===== src/rtl/weight_fetch_ctrl.sv =====
// Weight-RAM fetch sequencer: one row read per accepted spike, rows returned in order over valid/ready.
// Optional build macro WFC_BASE_EN adds a per-frame layer_base offset applied to the RAM address.
//
// state | meaning
// IDLE  | waiting for start
// RUN   | accepting spikes, issuing RAM reads
// DRAIN | last spike seen, waiting for in-flight rows to be delivered
// DONE  | single-cycle completion pulse
module weight_fetch_ctrl #(
   parameter int DEEPTH  = 512,
   parameter int ADDRWID = $clog2(DEEPTH),
   parameter int P       = 64,
   parameter int WIDTH   = 8*P,
   parameter int FDEPTH  = 4
) (
   input  logic               clk,
   input  logic               rst_n,
`ifdef WFC_BASE_EN
   input  logic [ADDRWID-1:0] layer_base,
`endif
   input  logic               start,
   output logic               busy,
   output logic               done,
   input  logic               spike_valid,
   output logic               spike_ready,
   input  logic [ADDRWID-1:0] spike_idx,
   input  logic               spike_last,
   output logic               ram_ren,
   output logic [ADDRWID-1:0] ram_raddr,
   input  logic [WIDTH-1:0]   ram_rdata,
   output logic               wout_valid,
   input  logic               wout_ready,
   output logic [WIDTH-1:0]   wout_data,
   output logic               wout_last,
   output logic [15:0]        fetch_cnt,
   output logic               err_oor
);

   localparam int FAW = $clog2(FDEPTH);
   localparam int OW  = $clog2(FDEPTH + 1);
   localparam logic [ADDRWID:0] DEPTH_W = (ADDRWID+1)'(DEEPTH);

   typedef enum logic [1:0] {IDLE, RUN, DRAIN, DONE} state_t;

   state_t             state, state_nxt;
   logic [OW-1:0]      outstanding;
   logic [FAW-1:0]     wr_ptr, rd_ptr;
   logic [FAW:0]       fifo_cnt;
   logic [WIDTH-1:0]   fifo_data [FDEPTH];
   logic               fifo_last [FDEPTH];
   logic               rd_pend, rd_pend_last;
   logic               start_acc, spike_acc, spike_oor, spike_rd, pop, fifo_empty;
   logic [ADDRWID-1:0] row_addr;

   assign start_acc  = (state == IDLE) && start;
   assign spike_acc  = spike_valid && spike_ready;
   assign spike_oor  = {1'b0, spike_idx} >= DEPTH_W;
   assign spike_rd   = spike_acc && !spike_oor;
   assign fifo_empty = (fifo_cnt == '0);
   assign pop        = wout_valid && wout_ready;

`ifdef WFC_BASE_EN
   logic [ADDRWID-1:0] base_q;
   logic [ADDRWID:0]   sum0, sum1, sum2;

   always_ff @(posedge clk or negedge rst_n) begin
      if (!rst_n) begin
         base_q <= '0;
      end else if (start_acc) begin
         base_q <= layer_base;
      end
   end

   // idx < DEEPTH and base < 2*DEEPTH, so two conditional subtracts give the modulo
   always_comb begin
      sum0 = {1'b0, spike_idx} + {1'b0, base_q};
      sum1 = (sum0 >= DEPTH_W) ? sum0 - DEPTH_W : sum0;
      sum2 = (sum1 >= DEPTH_W) ? sum1 - DEPTH_W : sum1;
   end

   assign row_addr = sum2[ADDRWID-1:0];
`else
   assign row_addr = spike_idx;
`endif

   assign ram_ren   = spike_rd;
   assign ram_raddr = spike_rd ? row_addr : '0;

   always_ff @(posedge clk or negedge rst_n) begin
      if (!rst_n) begin
         state <= IDLE;
      end else begin
         state <= state_nxt;
      end
   end

   always_comb begin
      state_nxt   = state;
      busy        = 1'b1;
      done        = 1'b0;
      spike_ready = 1'b0;
      case (state)
         IDLE: begin
            busy = 1'b0;
            if (start) state_nxt = RUN;
         end
         RUN: begin
            spike_ready = (outstanding < OW'(FDEPTH));
            if (spike_valid && spike_ready && spike_last) state_nxt = DRAIN;
         end
         DRAIN: begin
            if ((outstanding == '0) && fifo_empty) state_nxt = DONE;
         end
         DONE: begin
            done      = 1'b1;
            state_nxt = IDLE;
         end
         default: state_nxt = IDLE;
      endcase
   end

   always_ff @(posedge clk or negedge rst_n) begin
      if (!rst_n) begin
         outstanding  <= '0;
         rd_pend      <= 1'b0;
         rd_pend_last <= 1'b0;
         wr_ptr       <= '0;
         rd_ptr       <= '0;
         fifo_cnt     <= '0;
         fetch_cnt    <= '0;
         err_oor      <= 1'b0;
      end else begin
         rd_pend      <= spike_rd;
         rd_pend_last <= spike_rd && spike_last;

         case ({spike_rd, pop})
            2'b10:   outstanding <= outstanding + 1'b1;
            2'b01:   outstanding <= outstanding - 1'b1;
            default: outstanding <= outstanding;
         endcase

         if (rd_pend) wr_ptr <= wr_ptr + 1'b1;
         if (pop)     rd_ptr <= rd_ptr + 1'b1;

         case ({rd_pend, pop})
            2'b10:   fifo_cnt <= fifo_cnt + 1'b1;
            2'b01:   fifo_cnt <= fifo_cnt - 1'b1;
            default: fifo_cnt <= fifo_cnt;
         endcase

         if (start_acc) begin
            fetch_cnt <= '0;
         end else if (pop && (fetch_cnt != 16'hFFFF)) begin
            fetch_cnt <= fetch_cnt + 16'd1;
         end

         if (start_acc) begin
            err_oor <= 1'b0;
         end else if (spike_acc && spike_oor) begin
            err_oor <= 1'b1;
         end
      end
   end

   // row storage carries no reset; the pointers alone define what is valid
   always_ff @(posedge clk) begin
      if (rd_pend) begin
         fifo_data[wr_ptr] <= ram_rdata;
         fifo_last[wr_ptr] <= rd_pend_last;
      end
   end

   assign wout_valid = !fifo_empty;
   assign wout_data  = wout_valid ? fifo_data[rd_ptr] : '0;
   assign wout_last  = wout_valid ? fifo_last[rd_ptr] : 1'b0;

endmodule


===== config.mk =====
export PLATFORM = sky130hd
export DESIGN_NAME = weight_fetch_ctrl
export DESIGN_NICKNAME = d
export VERILOG_FILES = /design/src/rtl/weight_fetch_ctrl.sv
export SDC_FILE = /design/constraint.sdc
export NUM_CORES = 2
export LEC_CHECK = 0
export ABC_CLOCK_PERIOD_IN_PS = 23100
export CORE_MARGIN = 2
export CORE_UTILIZATION = 40
export DETAILED_ROUTE_END_ITERATION = 8
export PLACE_DENSITY = 0.61
export SLEW_MARGIN = 20
export SYNTH_ARGS = -nofsm -noshare
export SYNTH_HDL_FRONTEND = slang
export SYNTH_SLANG_ARGS = --single-unit

===== constraint.sdc =====
create_clock -name clk -period 23.1 [get_ports clk]
set_clock_uncertainty 0.15 [all_clocks]
set_input_delay 4.62 -clock clk [delete_from_list [all_inputs] [get_ports clk]]
set_output_delay 4.62 -clock clk [all_outputs]
set_load 0.05 [all_outputs]

Word-level counts from Yosys, hierarchy flattened. Memory sizes are Yosys's and may differ from the RTL's. Cells that the tools add are included.

Register bits after elaboration: 30. RAM bits: 2052. Input bits: 527. Output and inout bits: 544. Word-level logic and storage cells: 61. Memories: 2.

Memory list: fifo_data (words 4, bits a word 512, read ports 1, clocked after Yosys merged registers in 0, write ports 1, RTL line 49) `logic [WIDTH-1:0] fifo_data [FDEPTH];`; fifo_last (words 4, bits a word 1, read ports 1, clocked after Yosys merged registers in 0, write ports 1, RTL line 50) `logic fifo_last [FDEPTH];`.

$add $sub $neg: 7. Magnitude comparators: 1. Equal/unequal tests: 11. Muxes and demuxes: 16. Reductions and logical operators: 16.

Operators by type and width (count): 2-to-1 mux 512 bit (1); 2-to-1 mux 16 bit (2); adder 16 x 1 -> 16 bit, second input constant (1); inequality test 16 bit, second input constant (1); case mux 3 bit (2 select lines) (2); 2-to-1 mux 9 bit (1); == test 2 bit, second input constant (4); logical AND 1 bit (8); case mux 2 bit (4 select lines) (1); adder 3 x 1 -> 3 bit, second input constant (2); == test 2 x 1 -> 1 bit, second input constant (3); logical NOT 3 bit (2); 2-to-1 mux 1 bit (6); 2-to-1 mux 2 bit (3); inequality test 2 bit, second input constant (3); nonzero test 2 bit (3); subtractor 3 x 1 -> 3 bit, second input constant (2); adder 2 x 1 -> 2 bit, second input constant (2); < comparator 3 bit, second input constant (1); AND reduction 3 bit (1); logical NOT 2 bit (1); logical NOT 1 bit (1).

Logic depth before layout (Yosys ltp).
Depth in word-level cells: 6. Mapped depth: 11. Mapped depth without buffers: 11.

Least setup slack after synthesis. No wires, ideal clock.

Path type: register -> register. From: reg wr_ptr[0]. To: mem fifo_data[2][0] (netlist name), enable pin. Setup time: 0.946 ns. Data arrival time: 12.169 ns. Required time: 22.004 ns. Setup slack: 9.834 ns. Cell stages (with the launch flop): 4. Buffers on the path: 0. Period minus slack after synthesis: 13.266 ns. Cells stage by stage: dfrtp_1 > inv_1 > ha_1 > and2_1.

RTL lines: start, declared (RTL line 47) `logic [FAW-1:0] wr_ptr, rd_ptr;`; start signal, assigned (RTL line 142) `if (rd_pend) wr_ptr <= wr_ptr + 1'b1;`; end, declared (RTL line 49).

No word-level cell before the write port.

Worst setup path after layout.
From: reg rd_ptr[0]. To: out wout_data[309].

Longest elaborated chain between the ends: 2.

Ends and longest elaborated chain: start, declared (RTL line 47); start signal, assigned (RTL line 143) `if (pop) rd_ptr <= rd_ptr + 1'b1;`; memory (4 x 512 bit); 2-to-1 mux 512 bit (RTL line 174) `assign wout_data = wout_valid ? fifo_data[rd_ptr] : '0;`; end, declared (RTL line 33) `output logic [WIDTH-1:0] wout_data,`.

No other way between the ends.

==> summary.md <==
| Metric | Value |
|---|---|
| Routed via count | `approximately 38,000` |
| Initial antenna violation count | `85` |
| Overflow after GRT | `0` |
| Max IR drop VDD | `about 110 uV` |
| GRT Util Overall | `0.191` |
| CTS tree | `built` |
| Layout cells sized above 1 | `0.180` |
| Measured slew at the worst slew-check pin | `1.14 ns` |
| Worst hold stages | `1` |
| Syn Nets | `around 4,000` |
| Vias in the first global route | `around 39,000` |
| Largest net degree at the start of global routing | `approximately 200` |
| Sequential area share after synthesis | `0.791` |
| Max cap viols | `0` |
| Cell area after synthesis | `between 0.07 and 0.08 mm^2` |
| R2R cell count | `6` |
| Layout area overhead | `25.7%` |
| Critical setup path kind | `reg2out` |
| Final core utilization | `0.504` |
| Netlist cell types | `40` |
| First-pass iteration count of the detailed router | `5` |
| Initial Util | `0.401` |
| Tcrit/Tclk final | `0.488` |
| Final net count | `5,119` |
| Setup bufs post-CTS | `0` |
| Max Clk Rate | `88.7 MHz` |
| Total power | `0.0138 W` |
| Yosys top cell by area | `edfxtp_1` |
| Finished Cell Area | `0.0992 mm^2` |
| Yosys Warn Count | `0` |
| Root buffer cell | `clkbuf_16` |
| First-pass GRT wire length | `278 mm` |
| Cts hold-fix bufs | `0` |
| Commonest cells in the netlist | `edfxtp_1, and2_1, mux4_2, clkbuf_1, buf_2` |
| Worst EP arrival | `6.51 ns` |
| DRC viols | `0` |
| Routed wire per std cell | `26.5 um` |
| Final setup fails | `0` |
| Minimum clock period | `11.28 ns` |
| Pwr Density | `between 100 and 150 mW/mm^2` |
| Placed wire-length estimate | `123 mm` |
| TNS Setup | `0 ns` |
| CTS buffer count | `roughly 210` |
| Synth top area share | `0.781` |
| Top fanout value on the critical path | `106` |
| Required time worst endpoint | `18.33 ns` |
| Outcome | `complete, no violations` |
| CTS clock-pin slew for the worst setup and hold paths | `0.06 ns` |
| Top post-synthesis cells by area | `edfxtp_1, mux4_2, and2_1` |
| Die ar. | `0.201 mm^2` |
| EDFF count, synth | `2,052` |
| Row count | `163` |
| Seq cells post-synth | `approximately 2,100` |
| IO Count | `1,071` |
| Sink Count | `between 2,000 and 2,500` |
| CP Launch Type | `flop` |
| Post-DP Area | `slightly above 0.09 mm^2` |
| Die width | `448 um` |
| Most frequent cell after synthesis | `edfxtp_1` |
| Async set-or-reset flop fraction in the synthesized netlist | `0.0144` |
| Placer Congestion | `0.809` |
| Slew headroom | `0.240` |
| Via/cell ratio | `5.15` |
| Max Slew Vio Count | `0` |
| Core Footprint | `0.197 mm^2` |
| RSZ-0062 raised after global routing | `false` |
| Die Y | `448 um` |
| Lkg Pwr | `31.4 nW` |
| Mapped Cells | `3,426` |
| Post-Synthesis Mean Instance Area | `23.0 um^2` |
| First DRT Iteration DRCs | `2,722` |
| Hold Crit Class | `reg2reg` |
| Synth Flop Type | `edfxtp_1` |
| Final WL | `197 mm` |
| Post_cts resized | `0` |
| Worst-Skew Late Latency | `0.83 ns` |
| CP endpoint kind | `output port` |
| H-Tree Depth | `4` |
| Clk buf depth | `3` |
| PortBufs | `1,069` |
| ANT nets after route | `0` |
| Final Hold Fails | `0` |
[cells by family after synthesis]
family / Yosys count / share of synthesized area
muxes: 517 / 0.147
AOI/OAI and AO/OA: 18 / 0.00195
buffers and inverters: 192 / 0.0105
and+or+nand+nor: 580 / 0.0452
adders and majority gates: 13 / 0.00225
xor gates and xnor gates: 23 / 0.00255
DFF: 2082 / 0.791
other: 1 / 0.0000475
[per-stage QoR]
| stage | hold slack, ns | cells | setup slack (ns) |
|---|---|---|---|
| after floorplan | 0.305 | 3426 | 9.83 |
| after global placement | 0.340 | 7008 | 12.04 |
| after detailed placement | 0.357 | 7008 | 11.99 |
| after CTS | 0.369 | 7382 | 11.42 |
| after global routing | 0.394 | 7407 | 11.14 |
| final | 0.363 | 7417 | 11.82 |
[sequential cells by signal, indices dropped and copies added (netlist names)]
name,cells
fifo_cnt,3
wr_ptr,2
outstanding,3
state,2
rd_pend_last,1
fifo_data,2048
rd_ptr,2
fifo_last,4
fetch_cnt,16
rd_pend,1
[final cells by class]
type / instances / area, um^2
timing repair buffer: 1119 / 11200
tap: 2640 / 3300
clock inverter: 110 / 976
inverter: 15 / 56.3
sequential: 2082 / 62400
multi-input combinational: 1152 / 15700
fill: 15807 / 97400
clock buffer: 264 / 5470
antenna: 35 / 87.6
[final timing paths]
path | start | endpoint | slack [ns]
setup / recovery | rd_ptr[0]$_DFFE_PN0P_ | wout_data[309] | 11.82
hold / removal | fifo_cnt[2]$_DFFE_PN0P_ | fifo_cnt[2]$_DFFE_PN0P_ | 0.36
setup reg to reg | wr_ptr[0]$_DFFE_PN0P_ | fifo_data[0][330]$_DFFE_PP_ | 18.49
hold reg to reg | fifo_cnt[2]$_DFFE_PN0P_ | fifo_cnt[2]$_DFFE_PN0P_ | 0.36
max in group asynchronous | rst_n | rd_ptr[0]$_DFFE_PN0P_ | 18.36
min in group asynchronous | rst_n | state[0]$_DFFE_PN0P_ | 4.06
[report_power, final]
part           internal (W)  leakage [nW]  switching [W]
registers           0.00437          18.9      0.0000782
clock network       0.00181          3.14        0.00139
logic               0.00222          9.36        0.00393
[routing by layer]
metal | vias up | track usage | share of wire
li1 | 16434 | - | -
met1 | 20138 | 0.230 | 0.38
met2 | 1151 | 0.317 | 0.51
met3 | 403 | 0.0622 | 0.077
met4 | 64 | 0.0798 | 0.039
met5 | - | 0 | 0.0021
[cells in the final DEF, fill, tap and decap left out, drive strengths merged, types with 3 or more instances in the layout]
master / count
edfxtp: 2052
clkdlybuf4s50: 1068
and2: 519
mux4: 513
clkbuf: 264
clkinv: 87
buf: 51
diode: 35
dfrtp: 30
inv: 24
nor2: 20
xnor2: 18
bufinv: 12
ha: 11
and3: 10
nand2: 9
a211oi: 6
nand4: 5
nand3: 5
xor2: 5
or3: 4
a21oi: 3
o21ai: 3
nor3: 3
[worst max-delay path, stage by stage (launching register included)]
cell	delay, ns
dfrtp_4	0.84
buf_4	0.59
buf_4	0.82
buf_12	0.71
buf_4	0.86
mux4_2	0.61
and2_1	0.20
clkdlybuf4s50_1	0.73
(Power assumes the default switching activity.)
